### src/rtl/mcycle_if.sv
// mcycle_if: request/response bundle between the execute-stage control and
// the iterative multiply/divide unit.
//   Start      request pulse
//   MCycleOp   0 = multiply, 1 = divide
//   Signed     1 = two's-complement operands
//   Operand1   multiplicand / dividend
//   Operand2   multiplier / divisor
//   Result1    product low half / quotient
//   Result2    product high half / remainder
//   Busy       operation in progress
//   Done       one-cycle pulse, results valid
//   DivByZero  last divide had a zero divisor
// The master modport is the requester; the slave modport is the unit.
interface mcycle_if #(
  parameter int WIDTH = 32
);
  logic             Start;
  logic             MCycleOp;
  logic             Signed;
  logic [WIDTH-1:0] Operand1;
  logic [WIDTH-1:0] Operand2;
  logic [WIDTH-1:0] Result1;
  logic [WIDTH-1:0] Result2;
  logic             Busy;
  logic             Done;
  logic             DivByZero;

  modport master (
    output Start, MCycleOp, Signed, Operand1, Operand2,
    input  Result1, Result2, Busy, Done, DivByZero
  );

  modport slave (
    input  Start, MCycleOp, Signed, Operand1, Operand2,
    output Result1, Result2, Busy, Done, DivByZero
  );
endinterface

### src/rtl/mcycle_iter.sv
// mcycle_iter: iterative multiply/divide unit, one bit per cycle.
//   CLK    clock, rising edge
//   RESET  synchronous active-high reset
//   bus    mcycle_if.slave (Start/MCycleOp/Signed/Operand1/Operand2 in,
//          Result1/Result2/Busy/Done/DivByZero out)
// Multiply: radix-2 shift-add over a 2*WIDTH accumulator.
// Divide: restoring shift-subtract, quotient truncated toward zero.
// Operands are reduced to magnitudes at acceptance; signs are reapplied on
// the final edge.
// Optional macro MCYCLE_EARLY_OUT_EN: a multiply finishes as soon as the
// remaining multiplier bits are all zero.
module mcycle_iter #(
  parameter int WIDTH = 32
) (
  input  logic     CLK,
  input  logic     RESET,
  mcycle_if.slave  bus
);
  localparam int CW = $clog2(WIDTH);

  typedef enum logic [1:0] {IDLE, COMPUTE, DONE} state_t;

  state_t             state, next_state;
  logic [CW-1:0]      cnt;
  logic               op_div, neg_lo, neg_hi, dbz_pend;
  logic [WIDTH-1:0]   opa;
  logic [2*WIDTH-1:0] acc;
  logic [WIDTH-1:0]   res1, res2;
  logic               busy, done, dbz_flag;

  function automatic logic [WIDTH-1:0] neg_w(input logic n, input logic [WIDTH-1:0] v);
    return n ? -v : v;
  endfunction

  function automatic logic [2*WIDTH-1:0] neg_2w(input logic n, input logic [2*WIDTH-1:0] v);
    return n ? -v : v;
  endfunction

  logic               accept, last, finish;
  logic               s1, s2;
  logic [WIDTH-1:0]   mag1, mag2;
  logic [WIDTH:0]     mul_sum;
  logic [2*WIDTH-1:0] mul_next, mul_fin;
  logic [WIDTH:0]     div_trial;
  logic [2*WIDTH-1:0] div_next;
  logic               early;

  assign accept = bus.Start && (state != COMPUTE);
  assign s1     = bus.Signed && bus.Operand1[WIDTH-1];
  assign s2     = bus.Signed && bus.Operand2[WIDTH-1];
  assign mag1   = s1 ? -bus.Operand1 : bus.Operand1;
  assign mag2   = s2 ? -bus.Operand2 : bus.Operand2;

  // Shift-add step: add multiplicand to the upper half when the current
  // multiplier bit (acc[0]) is set, then shift the whole accumulator right.
  assign mul_sum  = {1'b0, acc[2*WIDTH-1:WIDTH]} + (acc[0] ? {1'b0, opa} : '0);
  assign mul_next = {mul_sum, acc[WIDTH-1:1]};

  // Restoring step: the borrow bit of the trial subtraction decides the
  // quotient bit and whether the shifted remainder is kept.
  assign div_trial = acc[2*WIDTH-1:WIDTH-1] - {1'b0, opa};
  assign div_next  = div_trial[WIDTH] ? {acc[2*WIDTH-2:0], 1'b0}
                                      : {div_trial[WIDTH-1:0], acc[WIDTH-2:0], 1'b1};

  assign last = (cnt == CW'(WIDTH - 1));

`ifdef MCYCLE_EARLY_OUT_EN
  logic [WIDTH-1:0] rem_mask;
  // After step cnt the unprocessed multiplier bits occupy the low
  // WIDTH-1-cnt positions; once they are zero the product only needs to be
  // shifted into place.
  assign rem_mask = {WIDTH{1'b1}} >> (int'(cnt) + 1);
  assign early    = !op_div && ((mul_next[WIDTH-1:0] & rem_mask) == '0);
  assign mul_fin  = mul_next >> (WIDTH - 1 - int'(cnt));
`else
  assign early    = 1'b0;
  assign mul_fin  = mul_next;
`endif

  assign finish = dbz_pend || last || early;

  always_comb begin
    next_state = state;
    case (state)
      IDLE:    if (bus.Start) next_state = COMPUTE;
      COMPUTE: if (finish)    next_state = DONE;
      DONE:    next_state = bus.Start ? COMPUTE : IDLE;
      default: next_state = IDLE;
    endcase
  end

  // Control and output registers
  always_ff @(posedge CLK) begin
    if (RESET) begin
      state    <= IDLE;
      cnt      <= '0;
      busy     <= 1'b0;
      done     <= 1'b0;
      dbz_flag <= 1'b0;
      res1     <= '0;
      res2     <= '0;
    end else begin
      state <= next_state;
      busy  <= (next_state == COMPUTE);
      done  <= (next_state == DONE);
      if (accept) begin
        cnt      <= '0;
        dbz_flag <= 1'b0;
      end else if (state == COMPUTE) begin
        cnt <= cnt + 1'b1;
        if (finish) begin
          dbz_flag <= dbz_pend;
          if (dbz_pend) begin
            res1 <= '1;
            res2 <= acc[2*WIDTH-1:WIDTH];
          end else if (op_div) begin
            res1 <= neg_w(neg_lo, div_next[WIDTH-1:0]);
            res2 <= neg_w(neg_hi, div_next[2*WIDTH-1:WIDTH]);
          end else begin
            {res2, res1} <= neg_2w(neg_lo, mul_fin);
          end
        end
      end
    end
  end

  // Operand capture and iteration datapath
  always_ff @(posedge CLK) begin
    if (accept) begin
      op_div   <= bus.MCycleOp;
      neg_lo   <= s1 ^ s2;
      neg_hi   <= s1;
      dbz_pend <= bus.MCycleOp && (bus.Operand2 == '0);
      if (!bus.MCycleOp) begin
        opa <= mag1;
        acc <= {{WIDTH{1'b0}}, mag2};
      end else if (bus.Operand2 == '0) begin
        // Raw dividend parked in the upper half for the remainder output.
        opa <= '0;
        acc <= {bus.Operand1, {WIDTH{1'b0}}};
      end else begin
        opa <= mag2;
        acc <= {{WIDTH{1'b0}}, mag1};
      end
    end else if (state == COMPUTE) begin
      acc <= op_div ? div_next : mul_next;
    end
  end

  assign bus.Result1   = res1;
  assign bus.Result2   = res2;
  assign bus.Busy      = busy;
  assign bus.Done      = done;
  assign bus.DivByZero = dbz_flag;
endmodule

### src/flat_wrapper.sv
// flat-port wrapper written by rule: the top's interface ports become plain ports
module mcycle_iter_flat 
#(
  parameter int WIDTH = 32
)
  (CLK, RESET, bus_Start, bus_MCycleOp, bus_Signed, bus_Operand1, bus_Operand2, bus_Result1, bus_Result2, bus_Busy, bus_Done, bus_DivByZero);
  mcycle_if #(.WIDTH(WIDTH)) bus_i ();
  input  logic CLK;
  input  logic RESET;
  input wire logic [$bits(bus_i.Start)-1:0] bus_Start;
  input wire logic [$bits(bus_i.MCycleOp)-1:0] bus_MCycleOp;
  input wire logic [$bits(bus_i.Signed)-1:0] bus_Signed;
  input wire logic [$bits(bus_i.Operand1)-1:0] bus_Operand1;
  input wire logic [$bits(bus_i.Operand2)-1:0] bus_Operand2;
  output wire logic [$bits(bus_i.Result1)-1:0] bus_Result1;
  output wire logic [$bits(bus_i.Result2)-1:0] bus_Result2;
  output wire logic [$bits(bus_i.Busy)-1:0] bus_Busy;
  output wire logic [$bits(bus_i.Done)-1:0] bus_Done;
  output wire logic [$bits(bus_i.DivByZero)-1:0] bus_DivByZero;
  assign bus_i.Start = bus_Start;
  assign bus_i.MCycleOp = bus_MCycleOp;
  assign bus_i.Signed = bus_Signed;
  assign bus_i.Operand1 = bus_Operand1;
  assign bus_i.Operand2 = bus_Operand2;
  assign bus_Result1 = bus_i.Result1;
  assign bus_Result2 = bus_i.Result2;
  assign bus_Busy = bus_i.Busy;
  assign bus_Done = bus_i.Done;
  assign bus_DivByZero = bus_i.DivByZero;
  mcycle_iter #(.WIDTH(WIDTH)) u_core (.CLK(CLK), .RESET(RESET), .bus(bus_i));
endmodule
### config.mk
export PLATFORM = sky130hd
export DESIGN_NAME = mcycle_iter_flat
export DESIGN_NICKNAME = d
export VERILOG_FILES = /design/src/rtl/mcycle_if.sv /design/src/rtl/mcycle_iter.sv /design/src/flat_wrapper.sv
export SDC_FILE = /design/constraint.sdc
export NUM_CORES = 1
export LEC_CHECK = 0
export CELL_PAD_IN_SITES_DETAIL_PLACEMENT = 0
export CELL_PAD_IN_SITES_GLOBAL_PLACEMENT = 2
export CORE_ASPECT_RATIO = 0.7
export CORE_MARGIN = 5
export CORE_UTILIZATION = 32
export CTS_CLUSTER_DIAMETER = 60
export DETAILED_ROUTE_END_ITERATION = 10
export PLACE_DENSITY_LB_ADDON = 0.08
export SLEW_MARGIN = 10
export SYNTH_ARGS = -nofsm -noshare
export SYNTH_HDL_FRONTEND = slang
export SYNTH_SLANG_ARGS = --single-unit
### constraint.sdc
create_clock -name CLK -period 5.2 [get_ports CLK]
set_clock_uncertainty 0.1 [all_clocks]
set_input_delay 1.04 -clock CLK [delete_from_list [all_inputs] [get_ports CLK]]
set_output_delay 1.04 -clock CLK [all_outputs]
set_load 0.02 [all_outputs]
-- After elaboration in Yosys (flattened, before gate mapping)
Cells that the tools add are included.
- $add $sub $neg: 8
- eq/ne operators: 6
- muxes and demuxes: 22
- bitwise gates (word level): 2
- reductions and logical operators: 11
- operator list (cell ; number):
    64-bit two-way mux ; 7
    32-bit two-way mux ; 11
    32-bit negation ; 4
    64-bit negation ; 1
    32-bit by 33-bit adder with 33-bit output ; 1
    33-bit by 32-bit subtractor with 33-bit output ; 1
    32-bit logical NOT ; 1
    2-bit case mux with 3 select lines ; 1
    5-bit by 1-bit adder with 5-bit output (second input constant) ; 1
    5-bit equality test (second input constant) ; 1
    2-bit by 1-bit equality test with 1-bit output (second input constant) ; 2
    2-bit equality test (second input constant) ; 2
    1-bit logical AND ; 4
    2-bit two-way mux ; 2
    3-bit AND reduction ; 1
    2-bit logical NOT ; 1
    2-bit by 1-bit inequality test with 1-bit output (second input constant) ; 1
    2-bit AND reduction ; 1
    2-bit nonzero test ; 1
    2-bit OR reduction ; 1
    1-bit logical OR ; 1
    1-bit two-way mux ; 1
    1-bit inverter ; 1
    1-bit XOR ; 1
- register bits: 174
- input port bits: 69
- output and inout bits: 67
- logic and storage cells: 62

-- Longest topological paths before layout
- depth in word-level cells: 6
- depth in mapped cells: 23
- mapped depth without buffers: 19

-- Worst setup path after synthesis
No wires, ideal clock.
- path type: flip-flop to flip-flop
- start: register u_core.acc[31]
- end: register u_core.res2[30] (netlist: u_core.bus.Result2[30])
- data arrival time: 4.723 ns
- required time: 4.980 ns
- path slack: 0.257 ns
- cell stages (with the launch flop): 22
- path buffers: 2
- period minus slack after synthesis: 4.943 ns
- cell sequence: edfxtp_1 > inv_1 > ha_1 > inv_1 > fa_1 > a211oi_1 > o211a_1 > nor3_1 > o21a_1 > nor3_2 > nor2_1 > inv_2 > buf_2 > buf_1 > nor2_1 > a21oi_1 > ha_1 > o21ai_1 > nand4bb_1 > nor4_1 > mux2_2 > a211o_1
- cells in the longest elaborated chain, start to end: 6
- elaborated cells on any way between the ends: 8
- classes of those cells: add/sub (3); mux (5)
- RTL lines (item ; RTL line ; text):
    start, declared ; mcycle_iter.sv:27 ; logic [2*WIDTH-1:0] acc;
    start signal, assigned ; mcycle_iter.sv:136 ; acc <= {{WIDTH{1'b0}}, mag2};
    start signal, assigned ; mcycle_iter.sv:140 ; acc <= {bus.Operand1, {WIDTH{1'b0}}};
    start signal, assigned ; mcycle_iter.sv:143 ; acc <= {{WIDTH{1'b0}}, mag1};
    33-bit by 32-bit subtractor with 33-bit output ; mcycle_iter.sv:61 ; assign div_trial = acc[2*WIDTH-1:WIDTH-1] - {1'b0, opa};
    64-bit two-way mux ; mcycle_iter.sv:62 ; assign div_next = div_trial[WIDTH] ? {acc[2*WIDTH-2:0], 1'b0}
    32-bit negation ; mcycle_iter.sv:32 ; return n ? -v : v;
    32-bit two-way mux ; mcycle_iter.sv:32 ;
    32-bit two-way mux * ; mcycle_iter.sv:116 ; end else if (op_div) begin
    32-bit two-way mux * ; mcycle_iter.sv:113 ; if (dbz_pend) begin
    end signal, assigned ; mcycle_iter.sv:115 ; res2 <= acc[2*WIDTH-1:WIDTH];
    end signal, assigned ; mcycle_iter.sv:118 ; res2 <= neg_w(neg_hi, div_next[2*WIDTH-1:WIDTH]);
    end signal, assigned ; mcycle_iter.sv:120 ; {res2, res1} <= neg_2w(neg_lo, mul_fin);
    end, declared ; mcycle_iter.sv:28 ; logic [WIDTH-1:0] res1, res2;
Mark *: on every way between the ends. The rest lies on a longest branch, timed or not.
A chain may end at the register's enable or synchronous reset.

-- Final worst setup path
- start: register u_core.acc[7]
- end: register u_core.res2[24] (netlist: u_core.bus.Result2[24])
- cells in the longest elaborated chain, start to end: 4
- RTL lines (item ; RTL line ; text):
    64-bit negation ; mcycle_iter.sv:36 ; return n ? -v : v;
    64-bit two-way mux ; mcycle_iter.sv:36 ;
    32-bit two-way mux ; mcycle_iter.sv:116 ;
    32-bit two-way mux ; mcycle_iter.sv:113 ;
Every way passes these cells.

==> results.sh <==
export IMPL_outcome="finished clean"
export IMPL_grt_antenna_before_repair=0
export IMPL_ys_seq_area_frac=0.261
export IMPL_clockBufferDepth=2
export IMPL_netlist_area_leader_share=0.175
export IMPL_synth_commonest_cells="nand2_1 (231), nor2_1 (207), o21ai_0 (199)"
export IMPL_hold_path_class="flop to flop"
export IMPL_worstRegToRegCells=11
export IMPL_ys_flop_type="edfxtp_1"
export IMPL_nets=2496
export IMPL_drive_gt1_frac=0.0959
export IMPL_cts_root_buffer="clkbuf_16"
export IMPL_grt_max_degree=74
export IMPL_cp_max_fo=7
export IMPL_p_leak_nw=7.91
export IMPL_pre_cts_ws_ps=34.7
export IMPL_port_buffers=135
export IMPL_worstMarginPinSlew_ps=1250
export IMPL_clk_pin_slew_ps=90
export IMPL_seqPwrFrac=0.201
export IMPL_drt_antenna_violating_nets=0
export IMPL_drt_pass1_iterations=6
export IMPL_vias=18200
export IMPL_ys_warn_count=0
export IMPL_hold_depth=2
export IMPL_grt_util_all_layers=0.285
export IMPL_fp_row_count=71
export IMPL_p_int_mw=4.66
export IMPL_die_h_um=204
export IMPL_powerDensity_mw_per_mm2=486
export IMPL_cts_tree="yes"
export IMPL_synth_cell_type_count=95
export IMPL_finalCriticalPeriod_ps=5040
export IMPL_vdd_ir_drop_max_v=0.000231
export IMPL_setup_viol=0
export IMPL_utilization=0.384
export IMPL_fin_cells=3097
export IMPL_drt_wl_total_mm=85.7
export IMPL_critPathLaunchType="flop"
export IMPL_clock_sinks=174
export IMPL_switching_power_mw=5.31
export IMPL_slew_headroom=0.163
export IMPL_synthArstFlopShare=0
export IMPL_grt_overflow=0
export IMPL_cap_violations=0
export IMPL_wire_per_inst_um=27.7
export IMPL_synth_area_top_cells="edfxtp_1 (17%), dfxtp_1 (8.6%), o21ai_0 (5.8%)"
export IMPL_htreeDepth=4
export IMPL_gp_congestion=0.992
export IMPL_fin_total_pwr_mw=9.98
export IMPL_fmax_mhz=198
export IMPL_drcViolationCount=0
export IMPL_cts_buffers=17
export IMPL_criticalPathCategory="flop to flop"
export IMPL_dp_hpwl_mm=70.4
export IMPL_grt_pass1_vias=16600
export IMPL_grt_pass1_wl_mm=122
export IMPL_insertedDiodeCount=0
export IMPL_ys_seq_elements=174
export IMPL_rsz0062_at_grt="false"
export IMPL_cts_hold_fix_buffers=0
export IMPL_fp_dieW_um=287
export IMPL_ios=136
export IMPL_hold_viol=0
export IMPL_yosysTopAreaCell="edfxtp_1"
export IMPL_dp_cells=3064
export IMPL_fin_ws_ps=160
export IMPL_synthesis_nets=2342
export IMPL_synthMostInstantiatedCell="nand2_1"
export IMPL_p_sw_frac=0.533
export IMPL_clock_power_share=0.136
export IMPL_start_util=0.322
export IMPL_synth_edff_count=100
export IMPL_synth_area_mm2=0.0172
export IMPL_maxSlewViolCount=0
export IMPL_core_mm2=0.0534
export IMPL_dieArea_mm2=0.0585
export IMPL_whs_ps=356
export IMPL_synth_avg_cell_area_um2=7.80
export IMPL_end_kind="flop"
export IMPL_synth_cells=2200
export IMPL_clkLatencyLatePin_ps=490
export IMPL_arrival_ps=5330
export IMPL_power_frac_comb=0.663
export IMPL_post_route_period_util=0.969
export IMPL_avgViaCountPerCell=5.88
export IMPL_required_ps=5490
export IMPL_drt_iter0_drc=2371
export IMPL_area_delta_synth_final_pct=19.5
## power by group through the flow
stage	sequential (mW)	combinational, mW	clock [mW]
after floorplan	1.92	3.59	0
after global placement	2.02	6.33	0
after detailed placement	2.02	6.29	0
after CTS	1.99	6.31	1.38
after global routing	2.02	6.98	1.43
final	2.01	6.61	1.35
## cells by family after synthesis
group | Yosys count | share of synthesized area
and+or+nand+nor | 758 | 0.215
AOI/OAI and AO/OA | 683 | 0.253
muxes | 102 | 0.0614
xor gates and xnor gates | 208 | 0.106
adders and majority gates | 73 | 0.0541
buffers and inverters | 202 | 0.0490
DFF | 174 | 0.261
## repair_timing
item                                    in CTS  in global routing
buffers inserted                             0                  1
resized for setup                            1                  4
cloned                                       0                  0
endpoints found under the setup margin       1                  5
## worst paths after layout
kind	end	slack (ps)	from
setup / recovery	u_core.bus.Result2[24]$_SDFFE_PP0P_	160	u_core.acc[7]$_DFFE_PP_
hold / removal	u_core.bus.Result2[13]$_SDFFE_PP0P_	360	u_core.bus.Result2[13]$_SDFFE_PP0P_
setup reg to reg	u_core.bus.Result2[24]$_SDFFE_PP0P_	160	u_core.acc[7]$_DFFE_PP_
hold reg to reg	u_core.bus.Result2[13]$_SDFFE_PP0P_	360	u_core.bus.Result2[13]$_SDFFE_PP0P_
## layer usage
metal	part of all wire	GRT usage	wire length, µm
met1	0.53	0.479	45400
met2	0.35	0.350	30400
met3	0.11	0.0837	9150
met4	0.0094	0.0391	808
met5	0	0	0
## stage by stage
step | setup TNS, ps | instance area, µm²
3_3_place_gp | -108 | 19900
5_1_grt | 0 | 20500
2_1_floorplan | 0 | 17200
6_report | 0 | 20500
3_5_place_dp | 0 | 19900
4_1_cts | 0 | 20500
## registers in the layout (all words and copies together), names as in the netlist, 2 cells and up
signal	cells
u_core.acc	64
u_core.bus.Result1	32
u_core.bus.Result2	32
u_core.cnt	5
u_core.opa	32
u_core.state	2
## area by class of cell
class	count	area [µm²]
Fill cell	5630	32900
Multi-Input combinational cell	1824	11900
Sequential cell	174	4480
Timing Repair Buffer	264	2370
Tap cell	730	913
Clock buffer	21	483
Inverter	73	277
Clock inverter	11	93.8
## critical path, stage by stage, from the launching register on
cell      delay [ps]
edfxtp_1         630
nor3_1          1080
nand4_1          600
or3_1            620
nor2_2           210
nand4_1          200
nor3_2           360
nand3_1          150
or4_1            490
mux2i_1          200
nand2_1           70
a32o_1           240
## cell usage in the layout, fill, tap and decap left out, drive strengths merged, types with 19 or more instances in the layout
master,instances
o21ai,211
nor3,58
mux2i,85
buf,131
ha,71
dfxtp,74
nand3,68
nand4,19
nor4,25
clkbuf,21
edfxtp,100
xor2,95
clkdlybuf4s50,133
nand2b,19
nand2,231
or3,23
a21oi,156
a211oi,29
xnor2,113
a21o,25
inv,77
nor2,210
o31ai,29
o22ai,62
o41ai,21
(Power assumes the default switching activity.)
